**src/rtl/pheap_ctrl.sv**
```systemverilog
// Host-facing controller for the pipelined priority heap: accepts LEQ/DEQ requests,
// walks the operation down the levels one at a time and retires it with a one-cycle response.
package pheap_pkg;
  typedef enum logic {LEQ = 1'b0, DEQ = 1'b1} opcode_t;
  typedef enum logic [1:0] {WAIT = 2'b00, DONE = 2'b01, NEXT_LEVEL = 2'b10} done_t;
endpackage

module pheap_ctrl
  import pheap_pkg::*;
#(
  parameter int unsigned LEVELS = 4,
  parameter int unsigned PW     = LEVELS - 1
) (
  input  logic                       clk,
  input  logic                       rst,
  input  logic                       req_valid,
  output logic                       req_ready,
  input  opcode_t                    req_op,
  input  logic [31:0]                req_value,
  output logic                       resp_valid,
  output logic [31:0]                resp_value,
  output logic                       resp_err,
  output logic [LEVELS:0]            count,
  output logic [LEVELS-1:0]          lvl_start,
  output opcode_t                    lvl_op,
  output logic [31:0]                lvl_in,
  output logic [PW-1:0]              lvl_pos,
  input  logic [2*LEVELS-1:0]        lvl_done,
  input  logic [LEVELS*LEVELS-1:0]   lvl_endpos,
  input  logic [32*LEVELS-1:0]       lvl_out
);

  localparam int unsigned CW = $clog2(LEVELS + 1);
  localparam logic [LEVELS:0] FULL = {(LEVELS+1){1'b1}} >> 1;

  typedef enum logic [1:0] {S_IDLE, S_START, S_SAMPLE, S_RESP} state_t;

  state_t          r_state, w_state_n;
  logic [CW-1:0]   r_cur;
  opcode_t         r_op;
  logic [31:0]     r_val;
  logic [PW-1:0]   r_pos;
  logic [31:0]     r_res;
  logic            r_err;
  logic [LEVELS:0] r_count;

  done_t           w_done;
  logic [31:0]     w_out;
  logic [PW-1:0]   w_ep;
  logic            w_reject;
  logic            w_unused;

  assign w_unused = ^lvl_endpos;

  // Select the current level's fields; only the low cur bits of its endPos are meaningful.
  always_comb begin
    w_done = WAIT;
    w_out  = '0;
    w_ep   = '0;
    for (int unsigned k = 0; k < LEVELS; k++) begin
      if (r_cur == CW'(k + 1)) begin
        w_done = done_t'(lvl_done[2*k +: 2]);
        w_out  = lvl_out[32*k +: 32];
        for (int unsigned j = 0; j < PW; j++) begin
          if (j <= k) w_ep[j] = lvl_endpos[LEVELS*k + j];
        end
      end
    end
  end

  assign w_reject = ((req_op == LEQ) && (r_count == FULL)) ||
                    ((req_op == DEQ) && (r_count == '0));

  always_ff @(posedge clk) begin
    if (rst) r_state <= S_IDLE;
    else     r_state <= w_state_n;
  end

  always_comb begin
    w_state_n = r_state;
    case (r_state)
      S_IDLE:   if (req_valid) w_state_n = w_reject ? S_RESP : S_START;
      S_START:  w_state_n = S_SAMPLE;
      S_SAMPLE: begin
        case (w_done)
          DONE:       w_state_n = S_RESP;
          NEXT_LEVEL: w_state_n = (r_cur == CW'(LEVELS)) ? S_RESP : S_START;
          default:    w_state_n = S_SAMPLE;
        endcase
      end
      S_RESP:   w_state_n = S_IDLE;
      default:  w_state_n = S_IDLE;
    endcase
  end

  always_ff @(posedge clk) begin
    if (rst) begin
      r_cur   <= '0;
      r_op    <= LEQ;
      r_val   <= '0;
      r_pos   <= '0;
      r_res   <= '0;
      r_err   <= 1'b0;
      r_count <= '0;
    end else begin
      case (r_state)
        S_IDLE: if (req_valid) begin
          r_res <= '0;
          if (w_reject) begin
            r_err <= 1'b1;
          end else begin
            r_op  <= req_op;
            r_val <= req_value;
            r_pos <= '0;
            r_cur <= CW'(1);
            r_err <= 1'b0;
          end
        end
        S_SAMPLE: begin
          // DEQ result is the root value, captured whenever level 1 finishes its step.
          if ((r_op == DEQ) && (r_cur == CW'(1)) && (w_done == DONE || w_done == NEXT_LEVEL))
            r_res <= w_out;
          if (w_done == NEXT_LEVEL) begin
            if (r_cur == CW'(LEVELS)) begin
              r_err <= 1'b1;
            end else begin
              r_pos <= w_ep;
              if (r_op == LEQ) r_val <= w_out;
              r_cur <= r_cur + CW'(1);
            end
          end
        end
        S_RESP: if (!r_err) begin
          if (r_op == LEQ) r_count <= r_count + (LEVELS+1)'(1);
          else             r_count <= r_count - (LEVELS+1)'(1);
        end
        default: ;
      endcase
    end
  end

  always_comb begin
    lvl_start = '0;
    for (int unsigned k = 0; k < LEVELS; k++)
      lvl_start[k] = (r_state == S_START) && (r_cur == CW'(k + 1));
  end

  assign req_ready  = (r_state == S_IDLE);
  assign resp_valid = (r_state == S_RESP);
  assign resp_err   = (r_state == S_RESP) && r_err;
  assign resp_value = ((r_state == S_RESP) && !r_err) ? r_res : '0;
  assign count      = r_count;
  assign lvl_op     = r_op;
  assign lvl_in     = r_val;
  assign lvl_pos    = r_pos;

endmodule

```
**config.mk**
```make
export PLATFORM = sky130hd
export DESIGN_NAME = pheap_ctrl
export DESIGN_NICKNAME = d
export VERILOG_FILES = /design/src/rtl/pheap_ctrl.sv
export SDC_FILE = /design/constraint.sdc
export NUM_CORES = 1
export LEC_CHECK = 0
export BUFFER_PORTS_ARGS = -buffer_cell sky130_fd_sc_hd__buf_2
export CAP_MARGIN = 25
export CORE_MARGIN = 1
export CORE_UTILIZATION = 45
export DETAILED_ROUTE_END_ITERATION = 10
export GPL_ROUTABILITY_DRIVEN = 0
export GPL_TIMING_DRIVEN = 0
export HOLD_SLACK_MARGIN = 0.05
export PLACE_DENSITY = 0.92
export SLEW_MARGIN = 20
export SYNTH_ARGS = -nofsm -noshare
export SYNTH_HDL_FRONTEND = slang
export SYNTH_SLANG_ARGS = --single-unit
export TNS_END_PERCENT = 30
```
**constraint.sdc**
```tcl
create_clock -name clk -period 7.96 [get_ports clk]
set_clock_uncertainty 0.05 [all_clocks]
set_input_delay 0.796 -clock clk [delete_from_list [all_inputs] [get_ports clk]]
set_output_delay 0.796 -clock clk [all_outputs]
set_load 0.05 [all_outputs]
```
# Word level (Yosys, flattened, before mapping)
# Index checks and enable logic that the tools add are counted.
dict set report op_classes {
  addsub 3
  bitwise 3
  reduce_logical 22
  n_mux 42
  eq_ne 17
}
# cell n
set ops {}
lappend ops {{$mux W32} 12}
lappend ops {{$pmux W32 S2} 2}
lappend ops {{$mux W3} 9}
lappend ops {{$mux W2} 8}
lappend ops {{$ne A2 B2 Y1 const B} 7}
lappend ops {{$pmux W3 S2} 2}
lappend ops {{$logic_and A1 B1 Y1} 10}
lappend ops {{$pmux W2 S4} 1}
lappend ops {{$eq A2 B2 Y1 const B} 3}
lappend ops {{$eq A3 B2 Y1 const B} 2}
lappend ops {{$reduce_and A3 Y1} 2}
lappend ops {{$reduce_and A6 Y1} 1}
lappend ops {{$add A5 B1 Y5 const B} 1}
lappend ops {{$eq A5 B4 Y1 const B} 1}
lappend ops {{$logic_not A5 Y1} 1}
lappend ops {{$mux W1} 5}
lappend ops {{$mux W5} 1}
lappend ops {{$reduce_and A5 Y1} 1}
lappend ops {{$sub A5 B1 Y5 const B} 1}
lappend ops {{$eq A2 B1 Y1 const B} 2}
lappend ops {{$pmux W2 S2} 1}
lappend ops {{$reduce_and A4 Y1} 1}
lappend ops {{$add A3 B1 Y3 const B} 1}
lappend ops {{$eq A3 B1 Y1 const B} 1}
lappend ops {{8 further kinds} 11}
dict set report totals {
  word_cells 95
  reg_bits 79
  output_inout_bits 80
  inputBits 188
}

# Depth between registers and ports, before layout
dict set report logic_depth {
  depth_word 10
  depth_mapped 17
  ltp_nobuf 12
}

# Worst setup path after synthesis
# No wires, ideal clock.
dict set report synth_timing {
  path_type {register to register}
  from {register r_cur[1]}
  to {register r_res[10]}
  setup_time_ns 0.086
  arrival_ns 3.233
  stages_incl_launch_ff 15
  setup_slack_ns 4.592
  path_buffers 3
  required_time_ns 7.824
  period_less_slack_ns 3.368
  cell_sequence {dfxtp_1 ha_1 ha_1 clkbuf_1 clkbuf_1 inv_1 a21boi_0 o221ai_1 ha_1 nand2b_1 or4b_4 a21oi_4 buf_4 nor2_1 a211oi_1}
}
dict set report synth_between {
  elab_chain_cells 10
  elab_cells_between_ends 21
}
# item line
set synth_lines {}
lappend synth_lines {{start, declared} 39} ;# logic [CW-1:0] r_cur;
lappend synth_lines {{start signal, assigned} 129} ;# r_cur <= r_cur + CW'(1);
lappend synth_lines {{$eq A3 B1 Y1} {61, 121}}
lappend synth_lines {{$mux W2 (4 in a row)} 61} ;# if (r_cur == CW'(k + 1)) begin
lappend synth_lines {{$eq A2 B1 Y1 or $eq A2 B2 Y1 (tied branches)} 121} ;# if ((r_op == DEQ) && (r_cur == CW'(1)) && (w_done == DONE || w_done == NEXT_LEVEL))
lappend synth_lines {{$logic_or A1 B1 Y1} 121}
lappend synth_lines {{$logic_and A1 B1 Y1} 121}
lappend synth_lines {{$ne A2 B2 Y1 (no line)} -}
lappend synth_lines {{$reduce_and A3 Y1 (no line)} -}
lappend synth_lines {{end signal, assigned} 122} ;# r_res <= w_out;
lappend synth_lines {{end, declared} 43} ;# logic [31:0] r_res;
# Several ways; a longest one is shown, not always the timed one. The select of a mux whose other input is x is not followed.
# A chain may end at the register's enable or synchronous reset.

# Worst setup path in the final report
dict set report layout_timing {
  from {register r_cur[1]}
  to {register r_res[12]}
}
# The elaborated chain is that of the path after synthesis.

==> PnR_summary.wiki <==
{| class="wikitable"
! Metric !! Value
|-
| Final nets || 1150
|-
| Share of cells above drive strength 1 || 33.3%
|-
| Area growth from synthesis to final layout || 34.2%
|-
| CP max-delay cell || sky130_fd_sc_hd__or4b_4
|-
| Total Power Consumption || 1.23 mW
|-
| Maximum level of the CTS H-tree || 3
|-
| Ys flop type || sky130_fd_sc_hd__dfxtp_1
|-
| Commonest non-fill, non-tap cell in the layout || sky130_fd_sc_hd__buf_2
|-
| Synth area leaders || sky130_fd_sc_hd__dfxtp_1, sky130_fd_sc_hd__nand2_1, sky130_fd_sc_hd__a21oi_1, sky130_fd_sc_hd__a311oi_2, sky130_fd_sc_hd__a211oi_1
|-
| Achievable clock frequency || 228 MHz
|-
| Path type of the worst min-delay path || reg2reg
|-
| Detailed Place HPWL || 15.6 mm
|-
| Total CTS buffers || 9
|-
| Leading cell types in the layout, fill and taps excluded || sky130_fd_sc_hd__buf_2, sky130_fd_sc_hd__nand2_1, sky130_fd_sc_hd__dfxtp_1
|-
| Per-cell via count in the routed design || 5.77
|-
| # fillers || 974
|-
| Number of synthesized register bits || 79
|-
| Die area || 0.0115 mm²
|-
| Placed insts || 1076
|-
| Non-filler instance count after layout || 1092
|-
| Die boundary width || 107 µm
|-
| Maximum vdd drop || 0.113 mV
|-
| Initial Util || 47.3%
|-
| Kind of end point of the critical path || flop
|-
| Total Negative Setup Slacks || 0 ns
|-
| Die height || 107 µm
|-
| Cell area after synthesis || 0.00497 mm²
|-
| DRT Pass-1 Iters || 7
|-
| Internal power component || 776 µW
|-
| # port buffers || 256
|-
| Core region area || 0.0105 mm²
|-
| Proportion of netlist area held by the largest area contributor || 31.8%
|-
| Hold path startpoint || r_res[5]$_SDFFE_PP0P_
|-
| Critical path class || reg2reg
|-
| Clk pwr share || 30.4%
|-
| Highest fanout seen on the critical path || 10
|-
| Origin of the critical flop-to-flop path || r_cur[1]$_SDFFE_PP0P_
|-
| Chain of cells forming the critical path || ha_1 > ha_1 > clkbuf_1 > clkbuf_1 > inv_1 > a21boi_0 > o221ai_1 > ha_1 > nand2b_1 > or4b_4 > a21oi_4 > buf_4 > nor2_1 > a211oi_1
|-
| Outcome || finished clean
|-
| Clock period minus worst slack || 4.38 ns
|-
| Timing startpoint of the critical path || r_cur[1]$_SDFFE_PP0P_
|-
| Yosys warns || 0
|-
| WL per Instance || 18.6 µm
|-
| Site Rows || 37
|-
| Resize count post-CTS || 0
|-
| All-Layer GR Usage || 34.8%
|-
| Slew margin rel. || 40.1%
|-
| Via count of the first global-routing pass || 6035
|-
| Hold violation count in the final report || 0
|-
| Buffers and inverters on the worst path || 4
|-
| Initial detailed-routing violation count || 428
|-
| Diode insertion count for antenna repair || 0
|-
| Fraction of synthesis flops using an asynchronous set or reset pin || 0%
|-
| Sequential area share after synthesis || 31.8%
|-
| Data required time at the worst endpoint || 8.17 ns
|-
| Total non-filler cell area in the finished layout || 0.00666 mm²
|-
| Net Switching || 455 µW
|-
| Number of setup violations in the final report || 0
|-
| Top cell type by total area after synthesis || sky130_fd_sc_hd__dfxtp_1
|-
| Multi-input combinational cell area || 0.00302 mm²
|-
| Buffer cell driving the clock tree root || sky130_fd_sc_hd__clkbuf_8
|-
| MaxCap Viol Count || 0
|-
| Hold-fix buffer count after cts || 0
|-
| Post-Syn Instances || 684
|-
| Post-synthesis cell type count || 45
|-
| PwrDens || 185 mW/mm²
|-
| Vias after detailed routing || 6296
|-
| Largest delay share family, worst path || buffers and inverters
|-
| Mean Syn Cell Area || 7.26 µm²
|-
| Crit path top cell by count || sky130_fd_sc_hd__ha_1
|-
| RSZ-0062 raised after global routing || false
|-
| CTS tree || yes
|-
| EDFF count, synth || 0
|-
| Transition time of the tightest slew-check pin || 0.885 ns
|-
| Clock Latency Late Sink || 0.35 ns
|-
| Final ANT Viol Nets || 0
|-
| Leakage Power || 2.85 nW
|-
| Total wire length after detailed routing || 20.3 mm
|-
| Fraction of power consumed by sequential logic || 37.5%
|-
| Gr ovfl total || 0
|-
| Placed inst area || 0.00642 mm²
|-
| Type of origin of the critical path || flop
|-
| Switching share of total power || 37.0%
|-
| Clock edge transition at the registers on the reported setup and hold paths || 0.09 ns
|-
| Slew Limit Fails || 0
|-
| Clk sink count || 79
|-
| Largest net degree at the start of global routing || 15
|-
| CP arrival || 4.59 ns
|-
| Delay of the slowest cell on the worst path || 0.54 ns
|-
| Clk buf depth || 2
|-
| Initial antenna violation count || 0
|-
| Number of setup buffers added after CTS || 0
|-
| Net count after synthesis || 883
|-
| Post-route fraction of the period consumed by the critical path || 55.0%
|-
| DRC || 0
|-
| Wire length of the first global-routing pass || 30.3 mm
|-
| Fraction of power consumed by combinational cells || 32.1%
|-
| Number of ports placed on the die boundary || 268
|-
| Sequential cell area || 0.00158 mm²
|}
per-stage QoR:
stage | hold slack (ns) | worst slack, ns | utilization (%)
6_report | 0.450 | 3.58 | 63.4
3_3_place_gp | 0.431 | 3.86 | 61.1
3_5_place_dp | 0.439 | 3.74 | 61.1
5_1_grt | 0.472 | 3.42 | 63.4
4_1_cts | 0.450 | 3.70 | 63.4
2_1_floorplan | 0.424 | 4.59 | -
layout make-up:
class | instances | share of cell area [%]
Clock inverter | 6 | 1.76
Tap cell | 136 | 2.55
Buffer | 70 | 4.88
Timing Repair Buffer | 256 | 19.2
Sequential cell | 79 | 23.7
Multi-Input combinational cell | 525 | 45.4
Clock buffer | 10 | 1.92
Inverter | 10 | 0.563
cell usage after synthesis (9+ instances only):
cell / count
sky130_fd_sc_hd__a211oi_1: 35
sky130_fd_sc_hd__nand3_1: 33
sky130_fd_sc_hd__and2_1: 36
sky130_fd_sc_hd__clkbuf_1: 45
sky130_fd_sc_hd__a311oi_2: 21
sky130_fd_sc_hd__a311oi_1: 11
sky130_fd_sc_hd__dfxtp_1: 79
sky130_fd_sc_hd__nor2_1: 49
sky130_fd_sc_hd__a31oi_1: 32
sky130_fd_sc_hd__a21oi_1: 70
sky130_fd_sc_hd__inv_1: 9
sky130_fd_sc_hd__buf_2: 11
sky130_fd_sc_hd__o21ai_0: 37
sky130_fd_sc_hd__nand2_1: 146
sky130_fd_sc_hd__ha_1: 10
worst paths after layout:
kind	endpoint	slack, ns	cells after the start
hold reg to reg	r_res[5]$_SDFFE_PP0P_	0.45	2
setup reg to reg	r_res[12]$_SDFFE_PP0P_	3.58	14
setup / recovery	r_res[12]$_SDFFE_PP0P_	3.58	14
hold / removal	r_res[5]$_SDFFE_PP0P_	0.45	2
metal layers:
layer,share of wire [%],vias to the layer above,global-route usage (%)
met1,39,2873,41.1
met3,8.0,68,5.29
met2,48,399,60.0
met4,4.5,0,19.9
li1,-,2956,-
met5,0,-,0
cell families (layout without fill, tap and decap cells):
group	count (synthesis)	in the layout	share of synthesized area, %
AO/OA/AOI/OAI	224	224	31.5
XOR/XNOR	1	1	0.176
adder cells (fa/ha/maj)	11	11	2.92
buffers and inverters	80	352	7.30
flip-flops	79	79	31.8
multiplexers	4	4	0.856
AND/OR/NAND/NOR	285	285	25.4
state kept, by name, indices dropped and copies added (netlist names):
register and count:
lvl_pos 3, r_err 1, count 5, r_res 32
r_state 2, lvl_in 32, r_cur 3, lvl_op 1
tightest hold or removal path, stage by stage, from the launching register on:
cell and delay [ns]:
sky130_fd_sc_hd__dfxtp_1 0.31, sky130_fd_sc_hd__nor2_1 0.10, sky130_fd_sc_hd__a211oi_1 0.05
power groups by stage:
stage               Combinational (mW)  Clock [mW]  Sequential [mW]
floorplan                        0.185           0            0.540
global placement                 0.383           0            0.467
detailed placement               0.390           0            0.469
CTS                              0.391       0.376            0.460
global route                     0.422       0.393            0.464
finish                           0.395       0.375            0.461
Note: power is estimated with default switching activity, not from simulation.
